$ cat config.mk
export PLATFORM = sky130hd
export DESIGN_NAME = ysyx_25040101_lsu
export DESIGN_NICKNAME = d
export VERILOG_FILES = /design/src/rtl/ysyx_25040101_pkg.sv /design/src/rtl/ysyx_25040101_lsu_align.sv /design/src/rtl/ysyx_25040101_lsu.sv
export SDC_FILE = /design/constraint.sdc
export NUM_CORES = 1
export LEC_CHECK = 0
export ABC_AREA = 0
export ABC_CLOCK_PERIOD_IN_PS = 3400
export CAP_MARGIN = 30
export CORE_ASPECT_RATIO = 0.9
export CORE_MARGIN = 1
export CORE_UTILIZATION = 25
export CTS_CLUSTER_SIZE = 20
export DETAILED_ROUTE_END_ITERATION = 10
export HOLD_SLACK_MARGIN = 0.15
export SLEW_MARGIN = 30
export SYNTH_ARGS = -nofsm -noshare
export SYNTH_HDL_FRONTEND = slang
export SYNTH_SLANG_ARGS = --single-unit
$ cat constraint.sdc
create_clock -name clk -period 3.4 [get_ports clk]
set_clock_uncertainty 0.1 [all_clocks]
set_input_delay 0.85 -clock clk [delete_from_list [all_inputs] [get_ports clk]]
set_output_delay 0.85 -clock clk [all_outputs]
set_load 0.02 [all_outputs]
$ cat src/rtl/ysyx_25040101_pkg.sv
// Shared encodings and helpers for the load/store unit.
package ysyx_25040101_pkg;

  // RV32I funct3 encodings for loads and stores.
  localparam logic [2:0] LB  = 3'b000;
  localparam logic [2:0] LH  = 3'b001;
  localparam logic [2:0] LW  = 3'b010;
  localparam logic [2:0] LBU = 3'b100;
  localparam logic [2:0] LHU = 3'b101;
  localparam logic [2:0] SB  = 3'b000;
  localparam logic [2:0] SH  = 3'b001;
  localparam logic [2:0] SW  = 3'b010;

  typedef enum logic [1:0] {
    StIdle,
    StReq,
    StWait,
    StResp
  } state_e;

  // True when funct3 names a real load/store width.
  function automatic logic f3_supported(input logic wen, input logic [2:0] f3);
    logic ok;
    if (wen) begin
      ok = (f3 == SB) || (f3 == SH) || (f3 == SW);
    end else begin
      ok = (f3 == LB) || (f3 == LH) || (f3 == LW) || (f3 == LBU) || (f3 == LHU);
    end
    return ok;
  endfunction

  // Width is carried in funct3[1:0]; byte accesses can never be misaligned.
  function automatic logic f3_misaligned(input logic [2:0] f3, input logic [1:0] off);
    logic mis;
    case (f3[1:0])
      2'b01:   mis = off[0];
      2'b10:   mis = (off != 2'b00);
      default: mis = 1'b0;
    endcase
    return mis;
  endfunction

endpackage

$ cat src/rtl/ysyx_25040101_lsu_align.sv
// Byte-lane steering: store replicate/strobe generation and load extract/extend.
module ysyx_25040101_lsu_align
  import ysyx_25040101_pkg::*;
(
  input  logic        st_we_i,
  input  logic [2:0]  st_funct3_i,
  input  logic [1:0]  st_off_i,
  input  logic [31:0] st_wdata_i,
  output logic [31:0] st_data_o,
  output logic [3:0]  st_strb_o,
  input  logic [2:0]  ld_funct3_i,
  input  logic [1:0]  ld_off_i,
  input  logic [31:0] ld_rdata_i,
  output logic [31:0] ld_data_o
);

  logic [7:0]  ld_byte;
  logic [15:0] ld_half;

  // Store side: replicate the operand into every lane it may land in, strobe the real one.
  always_comb begin
    st_data_o = '0;
    st_strb_o = '0;
    if (st_we_i) begin
      case (st_funct3_i)
        SB: begin
          st_data_o = {4{st_wdata_i[7:0]}};
          st_strb_o = 4'b0001 << st_off_i;
        end
        SH: begin
          st_data_o = {2{st_wdata_i[15:0]}};
          st_strb_o = st_off_i[1] ? 4'b1100 : 4'b0011;
        end
        SW: begin
          st_data_o = st_wdata_i;
          st_strb_o = 4'b1111;
        end
        default: ;
      endcase
    end
  end

  // Load side: pick the addressed lane, then sign- or zero-extend.
  always_comb begin
    ld_byte = ld_rdata_i[7:0];
    case (ld_off_i)
      2'd0:    ld_byte = ld_rdata_i[7:0];
      2'd1:    ld_byte = ld_rdata_i[15:8];
      2'd2:    ld_byte = ld_rdata_i[23:16];
      default: ld_byte = ld_rdata_i[31:24];
    endcase
    ld_half = ld_off_i[1] ? ld_rdata_i[31:16] : ld_rdata_i[15:0];
    case (ld_funct3_i)
      LB:      ld_data_o = {{24{ld_byte[7]}}, ld_byte};
      LH:      ld_data_o = {{16{ld_half[15]}}, ld_half};
      LBU:     ld_data_o = {24'h0, ld_byte};
      LHU:     ld_data_o = {16'h0, ld_half};
      default: ld_data_o = ld_rdata_i;
    endcase
  end

endmodule

$ cat src/rtl/ysyx_25040101_lsu.sv
// Load/store unit: one outstanding access, registered memory and writeback outputs.
module ysyx_25040101_lsu
  import ysyx_25040101_pkg::*;
#(
  parameter int unsigned ADDR_W = 32
) (
  input  logic              clk,
  input  logic              rst,
  input  logic              req_valid_i,
  output logic              req_ready_o,
  input  logic              req_wen_i,
  input  logic [ADDR_W-1:0] req_addr_i,
  input  logic [31:0]       req_wdata_i,
  input  logic [2:0]        req_funct3_i,
  input  logic [4:0]        req_rd_addr_i,
  output logic              mem_req_o,
  output logic              mem_we_o,
  output logic [ADDR_W-1:0] mem_addr_o,
  output logic [31:0]       mem_wdata_o,
  output logic [3:0]        mem_wstrb_o,
  input  logic              mem_gnt_i,
  input  logic              mem_rvalid_i,
  input  logic [31:0]       mem_rdata_i,
  input  logic              mem_err_i,
  output logic              rd_wen_o,
  output logic [4:0]        rd_addr_o,
  output logic [31:0]       rd_data_o,
  output logic              done_o,
  output logic              misalign_o,
  output logic              err_o
);

  state_e state_q, state_d;

  logic              mem_req_q, mem_req_d;
  logic              mem_we_q, mem_we_d;
  logic [ADDR_W-1:0] mem_addr_q, mem_addr_d;
  logic [31:0]       mem_wdata_q, mem_wdata_d;
  logic [3:0]        mem_wstrb_q, mem_wstrb_d;
  logic              rd_wen_q, rd_wen_d;
  logic [4:0]        rd_addr_q, rd_addr_d;
  logic [31:0]       rd_data_q, rd_data_d;
  logic              done_q, done_d;
  logic              misalign_q, misalign_d;
  logic              err_q, err_d;

  // Latched request attributes needed after the accept cycle.
  logic              wen_q, wen_d;
  logic [2:0]        f3_q, f3_d;
  logic [1:0]        off_q, off_d;

  logic [31:0]       st_data;
  logic [3:0]        st_strb;
  logic [31:0]       ld_data;

  assign req_ready_o = (state_q == StIdle);

  ysyx_25040101_lsu_align u_align (
    .st_we_i     (req_wen_i),
    .st_funct3_i (req_funct3_i),
    .st_off_i    (req_addr_i[1:0]),
    .st_wdata_i  (req_wdata_i),
    .st_data_o   (st_data),
    .st_strb_o   (st_strb),
    .ld_funct3_i (f3_q),
    .ld_off_i    (off_q),
    .ld_rdata_i  (mem_rdata_i),
    .ld_data_o   (ld_data)
  );

  // Next-state and registered-output logic; completion flags default low so RESP is one cycle.
  always_comb begin
    state_d     = state_q;
    mem_req_d   = mem_req_q;
    mem_we_d    = mem_we_q;
    mem_addr_d  = mem_addr_q;
    mem_wdata_d = mem_wdata_q;
    mem_wstrb_d = mem_wstrb_q;
    rd_addr_d   = rd_addr_q;
    rd_data_d   = rd_data_q;
    wen_d       = wen_q;
    f3_d        = f3_q;
    off_d       = off_q;
    rd_wen_d    = 1'b0;
    done_d      = 1'b0;
    misalign_d  = 1'b0;
    err_d       = 1'b0;

    case (state_q)
      StIdle: begin
        if (req_valid_i) begin
          wen_d     = req_wen_i;
          f3_d      = req_funct3_i;
          off_d     = req_addr_i[1:0];
          rd_addr_d = req_rd_addr_i;
          if (!f3_supported(req_wen_i, req_funct3_i)) begin
            err_d   = 1'b1;
            done_d  = 1'b1;
            state_d = StResp;
          end else if (f3_misaligned(req_funct3_i, req_addr_i[1:0])) begin
            misalign_d = 1'b1;
            done_d     = 1'b1;
            state_d    = StResp;
          end else begin
            mem_req_d   = 1'b1;
            mem_we_d    = req_wen_i;
            mem_addr_d  = {req_addr_i[ADDR_W-1:2], 2'b00};
            mem_wdata_d = st_data;
            mem_wstrb_d = st_strb;
            state_d     = StReq;
          end
        end
      end
      StReq: begin
        if (mem_gnt_i) begin
          mem_req_d = 1'b0;
          state_d   = StWait;
        end
      end
      StWait: begin
        if (mem_rvalid_i) begin
          rd_data_d = ld_data;
          err_d     = mem_err_i;
          done_d    = 1'b1;
          rd_wen_d  = !wen_q && !mem_err_i && (rd_addr_q != 5'd0);
          state_d   = StResp;
        end
      end
      default: begin
        state_d = StIdle;
      end
    endcase
  end

  // State and output registers; reset clears everything without waiting for a clock.
  always_ff @(posedge clk or negedge rst) begin
    if (!rst) begin
      state_q     <= StIdle;
      mem_req_q   <= 1'b0;
      mem_we_q    <= 1'b0;
      mem_addr_q  <= '0;
      mem_wdata_q <= '0;
      mem_wstrb_q <= '0;
      rd_wen_q    <= 1'b0;
      rd_addr_q   <= '0;
      rd_data_q   <= '0;
      done_q      <= 1'b0;
      misalign_q  <= 1'b0;
      err_q       <= 1'b0;
      wen_q       <= 1'b0;
      f3_q        <= '0;
      off_q       <= '0;
    end else begin
      state_q     <= state_d;
      mem_req_q   <= mem_req_d;
      mem_we_q    <= mem_we_d;
      mem_addr_q  <= mem_addr_d;
      mem_wdata_q <= mem_wdata_d;
      mem_wstrb_q <= mem_wstrb_d;
      rd_wen_q    <= rd_wen_d;
      rd_addr_q   <= rd_addr_d;
      rd_data_q   <= rd_data_d;
      done_q      <= done_d;
      misalign_q  <= misalign_d;
      err_q       <= err_d;
      wen_q       <= wen_d;
      f3_q        <= f3_d;
      off_q       <= off_d;
    end
  end

  assign mem_req_o   = mem_req_q;
  assign mem_we_o    = mem_we_q;
  assign mem_addr_o  = mem_addr_q;
  assign mem_wdata_o = mem_wdata_q;
  assign mem_wstrb_o = mem_wstrb_q;
  assign rd_wen_o    = rd_wen_q;
  assign rd_addr_o   = rd_addr_q;
  assign rd_data_o   = rd_data_q;
  assign done_o      = done_q;
  assign misalign_o  = misalign_q;
  assign err_o       = err_q;

endmodule

## Word-level counts from Yosys, hierarchy flattened

Index checks and enable logic that the tools add are counted.

- Equal/unequal tests: 18
- Shift operators: 1
- Muxes and demuxes: 40
- Bitwise gates (word level): 1
- Reduce and logical (&&, ||, !) cells: 20

Operator list:

| kind | number |
|---|---|
| $pmux W32 S4 | 1 |
| $pmux W32 S3 | 1 |
| $mux W32 | 1 |
| $pmux W8 S3 | 1 |
| $mux W1 | 22 |
| $mux W16 | 1 |
| $eq A3 B3 Y1 const B | 4 |
| $pmux W4 S3 | 1 |
| $mux W2 | 5 |
| $mux W4 | 2 |
| $ne A2 B2 Y1 const B | 4 |
| $pmux W1 S2 | 4 |
| $eq A2 B1 Y1 const B | 3 |
| $eq A2 B2 Y1 const B | 3 |
| $eq A3 B1 Y1 const B | 2 |
| $logic_not A3 Y1 | 2 |
| $pmux W2 S3 | 1 |
| $reduce_and A5 Y1 | 1 |
| $reduce_bool A5 Y1 | 1 |
| $logic_not A2 Y1 | 2 |
| $logic_or A1 B1 Y1 | 4 |
| $reduce_and A2 Y1 | 2 |
| $reduce_and A4 Y1 | 1 |
| $reduce_bool A2 Y1 | 2 |
| other kinds (7) | 9 |

- Register bits: 117
- Bits of input ports: 111
- Word-level logic and storage cells: 95

## Longest topological paths before layout

- Word-level depth: 15
- Depth in mapped cells: 9
- Mapped depth without buffers: 6

## Cells and area by module

A second synthesis with hierarchy kept.

- Cell total of the unflattened synthesis: 525
- Area, all modules: 6008.3 um^2

By module, submodules not included:

| module | instances | cells each | area an instance (um^2) | seq. area each (um^2) |
|---|---|---|---|---|
| ysyx_25040101_lsu | 1 | 288 | 4664.5 | 2927.8 |
| ysyx_25040101_lsu_align | 1 | 237 | 1343.8 | 0.0 |

## Least setup slack after synthesis

Ideal clock, no wire load.

- Path kind: input -> register
- Start: in req_funct3_i[0]
- End: reg mem_addr_q[10] (netlist: mem_addr_o[10])
- Setup time: 0.125 ns
- Arrival: 2.267 ns
- Data required time: 3.175 ns
- Setup slack: 0.908 ns
- Stages on the path: 8
- Path buffers: 2
- Path through: inv_1 > ha_1 > a2bb2oi_1 > o21bai_4 > buf_2 > nor2_2 > buf_4 > mux2_2

- Word-level cells in the longest chain between the ends: 9

RTL lines:

| element | line | text |
|---|---|---|
| start: declaration | ysyx_25040101_lsu.sv:14 | `input logic [2:0] req_funct3_i,` |
| $eq A3 B1 Y1 / $logic_not A3 Y1 (equally long branches) | ysyx_25040101_pkg.sv:25, ysyx_25040101_pkg.sv:27 |  |
| $logic_or A1 B1 Y1 (2 in a row) | ysyx_25040101_pkg.sv:25, ysyx_25040101_pkg.sv:27 |  |
| $logic_or A1 B1 Y1 (2 in a row) | ysyx_25040101_pkg.sv:27 | `ok = (f3 == LB) \|\| (f3 == LH) \|\| (f3 == LW) \|\| (f3 == LBU) \|\| (f3 == LHU);` |
| $mux W1 | ysyx_25040101_pkg.sv:24 | `if (wen) begin` |
| $mux W1 | ysyx_25040101_lsu.sv:91 | `if (req_valid_i) begin` |
| $mux W1 | ysyx_25040101_lsu.sv:89 | `case (state_q)` |
| $reduce_and A4 Y1 (no line) (*) | -- |  |
| end signal: assignment | ysyx_25040101_lsu.sv:157 | `mem_addr_q <= mem_addr_d;` |
| end: declaration | ysyx_25040101_lsu.sv:37 | `logic [ADDR_W-1:0] mem_addr_q, mem_addr_d;` |

Every way passes the cells marked *; elsewhere a longest branch is shown, timed or not. The select of a mux whose other input is x is not followed.
A chain may end at the register's enable or synchronous reset.

## Worst setup path in the final report

- Start: in req_funct3_i[1]
- End: reg mem_addr_q[18] (netlist: mem_addr_o[18])

Same word-level chain as after synthesis.

==> summary.txt <==
Power
  – Peak ir drop on the vdd network: about 0.35 mV
  – Leak Pwr: 3.57 nW
  – Pwr dens: 871 nW/µm²

Global route
  – Wire length of the first global-routing pass: 27.8 mm
  – Met2 Use GR: 0.235
  – Global-route layer with the greatest usage: met2
  – Met3 capacity usage during global routing: 0.0412
  – Vias in the first global route: approximately 4700
  – Total gr overflow: 0
  – Maximum number of pins on one net before global-route repair: 118
  – Global Route met1 Usage: 0.226
  – Global Route Usage Sum: 0.159
  – Initial antenna violation count: 0

Timing
  – Final period demand of the worst path: 2.92 ns
  – Max-Slew Margin vs Limit: 0.544
  – Final number of max-transition violations: 0
  – Final period utilization: 0.858
  – Worst Tran Pin Value: 0.684 ns
  – Unrepaired setup endpoints after global routing: false
  – Final sum of negative setup slack: 0 ns
  – Hold violation count in the final report: 0
  – Achievable clock frequency: around 0.34 GHz
  – Setup-violating endpoint count in the final report: 0

Drt
  – Total number of vias: 4753
  – Mean number of vias per cell: 4.71
  – Number of antenna-violating nets in the routed design: 0
  – Detailed router's first-iteration violation count: 350
  – Total wire length: about 18 mm
  – Number of iterations in the first detailed-routing pass: 5
  – Number of remaining DRC errors: 0
  – Wire per inst: 18.0 µm

Setup path
  – Req. time, crit path: 3.59 ns
  – Reg-to-reg startpoint: state_q[1]
  – Critical-path maximum fanout: 30
  – Setup Crit Path Kind: primary input to flip-flop
  – Data arrival time of the critical path: 3.11 ns
  – R2R cell count: 8
  – Reg2Reg Setup Slack: 1.16 ns
  – Nature of the critical path endpoint: flip-flop
  – Endpoint of the lowest-slack register-to-register path: mem_addr_o[18]
  – CP Launch Type: primary input

Clocking
  – Post-CTS Resized: 0
  – Setup fix buffers added after clock tree synthesis: 0
  – CTS max path bufs: 2
  – Maximum level of the CTS H-tree: 4
  – Clock tree root buffer cell: sky130_fd_sc_hd__clkbuf_16
  – Clock insertion delay at the later pin of the skew report: 0.41 ns
  – Number of hold-repair buffers added at the cts stage: 0
  – Clock transition at the registers of the reported paths: ~0.05 ns
  – TritonCTS clock tree: yes
  – TritonCTS sink count: 117
  – Clock buffers created by TritonCTS: 17

Placement
  – Port Buffer Count: 220
  – Number of placed instances, taps included: 978
  – HPWL after detailed placement: 12.9 mm
  – Gp weighted congestion: ~0.8

Cells and area
  – Final net count: about 820
  – Most common cell after layout, fill and taps aside: sky130_fd_sc_hd__clkdlybuf4s50_1
  – Number of standard cells in the layout, taps in and fillers out: 1010
  – Area added between synthesis and finish: 57.3%
  – Inserted Diodes: 0
  – Commonest cells after routing, fill and taps aside: sky130_fd_sc_hd__clkdlybuf4s50_1 (219), sky130_fd_sc_hd__dfrtp_1 (117), sky130_fd_sc_hd__mux2_2 (48)
  – Layout Utilization: 0.401
  – Layout cell share with drive strength beyond 1: 0.178

Hold path
  – Hold Path Class: flip-flop to flip-flop
  – Worst hold path depth: 1
  – Min-delay src: wen_q
  – Terminating pin of the worst hold path: rd_wen_o

Synth
  – Share of flip-flops with an asynchronous set or reset after synthesis: 1.00
  – Count of warnings emitted by yosys: 0
  – Syn Std Cell Area: 5530 µm²
  – Distinct cell type count after synthesis: 48
  – Post-synthesis average cell area: 11.4 µm²
  – Gate count of the mapped netlist: 484
  – Biggest area consumer among synthesized cells: sky130_fd_sc_hd__dfrtp_1
  – Count of flip-flops with a built-in enable after synthesis: 0
  – Flops & latches, synth: 117
  – Post-synth top area share: 0.529
  – Cells taking the most area after synthesis: sky130_fd_sc_hd__dfrtp_1 (53%), sky130_fd_sc_hd__mux2_2 (9.8%), sky130_fd_sc_hd__a22o_1 (6.2%), sky130_fd_sc_hd__a21oi_1 (2.9%), sky130_fd_sc_hd__o21ai_0 (2.7%)
  – Main synth FF type: sky130_fd_sc_hd__dfrtp_1
  – Proportion of synthesized chip area in sequential cells: 0.529

Die
  – IO Count: 223
  – Number of core rows: 51
  – Die Height: 143 µm
  – Die area: 22700 µm²
  – Die W: 159 µm
  – Core region area: 21700 µm²
  – Starting Density: 0.255

Outcome
  – Run status: complete, no violations

Flow run
  – Max capacitance violation total: 0
cells by family (layout without fill, tap and decap cells):
kind of cell / after synthesis / in the layout / share of synthesized area
muxes: 49 / 49 / 0.102
and+or+nand+nor: 97 / 97 / 0.0878
adders and majority gates: 7 / 7 / 0.0158
other: 1 / 2 / 0.000678
buffers and inverters: 49 / 283 / 0.0468
AOI/OAI and AO/OA: 164 / 164 / 0.218
DFF: 117 / 117 / 0.529
how the worst max path moves through the flow:
stage | start | slack [ns] | to
after floorplan | req_funct3_i[0] | 0.91 | mem_addr_o[10]
after global placement | req_funct3_i[1] | -0.09 | mem_wstrb_o[3]
after detailed placement | req_funct3_i[1] | 0.06 | mem_addr_o[18]
after CTS | req_funct3_i[1] | 0.49 | mem_addr_o[18]
after global routing | req_funct3_i[1] | 0.42 | mem_addr_o[18]
final | req_funct3_i[1] | 0.48 | mem_addr_o[18]
cells in the mapped netlist, types with 2 or more instances:
master                     number
sky130_fd_sc_hd__o221a_2        7
sky130_fd_sc_hd__a22oi_1        8
sky130_fd_sc_hd__nor2_1        23
sky130_fd_sc_hd__nor3_1         9
sky130_fd_sc_hd__a22o_1        39
sky130_fd_sc_hd__and3b_1        7
sky130_fd_sc_hd__buf_2          9
sky130_fd_sc_hd__buf_6          5
sky130_fd_sc_hd__nand2b_1       3
sky130_fd_sc_hd__nand3_1        2
sky130_fd_sc_hd__a211oi_1      15
sky130_fd_sc_hd__o32a_1         2
sky130_fd_sc_hd__o21ba_2        2
sky130_fd_sc_hd__a21o_1         4
sky130_fd_sc_hd__mux2_2        48
sky130_fd_sc_hd__nand2_1       34
sky130_fd_sc_hd__a32o_1         5
sky130_fd_sc_hd__inv_1          8
sky130_fd_sc_hd__nand3b_1       8
sky130_fd_sc_hd__ha_1           7
sky130_fd_sc_hd__clkbuf_1      19
sky130_fd_sc_hd__a21oi_2       10
sky130_fd_sc_hd__o21ai_0       30
sky130_fd_sc_hd__nor2b_1        3
sky130_fd_sc_hd__buf_4          7
sky130_fd_sc_hd__a21oi_1       32
sky130_fd_sc_hd__dfrtp_1      117
routing by layer:
layer  vias to the layer above  share of wire
met2                       167           0.45
met5                         -              0
met1                      2337           0.48
met4                         0          0.011
li1                       2234              -
met3                        15          0.060
final cells by class:
type                    instances  area [µm²]
fillers                      2096       13000
flip-flops and latches        117        2930
repair buffers                242        2390
multi-input cells             319        2350
clock buffers                  20         447
well taps                     291         364
clock inverters                12         179
inverters                       9        33.8
registers in the layout, summed over array words and instances (netlist names), 2 cells and up:
signal / flops
mem_wstrb_o: 4
off_q: 2
rd_addr_o: 5
state_q: 2
mem_wdata_o: 32
rd_data_o: 32
mem_addr_o: 30
f3_q: 3
per-stage QoR:
step,power (mW),instance area (µm²),hold WS [ns],setup slack (ns)
after floorplan,4.14,5540,0.311,0.908
after global placement,5.68,8060,0.336,-0.0872
after detailed placement,5.71,8070,0.343,0.0618
after CTS,7.67,8700,0.353,0.494
after global routing,8.02,8700,0.380,0.415
final,7.58,8700,0.349,0.484
where the power goes:
group	switching [mW]	internal (mW)	leakage, nW	total, mW
Combinational	1.68	1.68	1.82	3.36
Clock	0.672	1.25	0.296	1.92
Sequential	0.350	1.95	1.45	2.30
Total	2.70	4.87	3.57	7.58
critical path, cell delays in order:
cell and delay (ns):
sky130_fd_sc_hd__clkdlybuf4s50_1 0.46, sky130_fd_sc_hd__inv_1 0.13, sky130_fd_sc_hd__ha_1 0.31, sky130_fd_sc_hd__a2bb2oi_1 0.33
sky130_fd_sc_hd__o21bai_4 0.10, sky130_fd_sc_hd__buf_4 0.19, sky130_fd_sc_hd__nor2_2 0.14, sky130_fd_sc_hd__buf_12 0.22
sky130_fd_sc_hd__mux2_2 0.36
(Power assumes the default switching activity.)
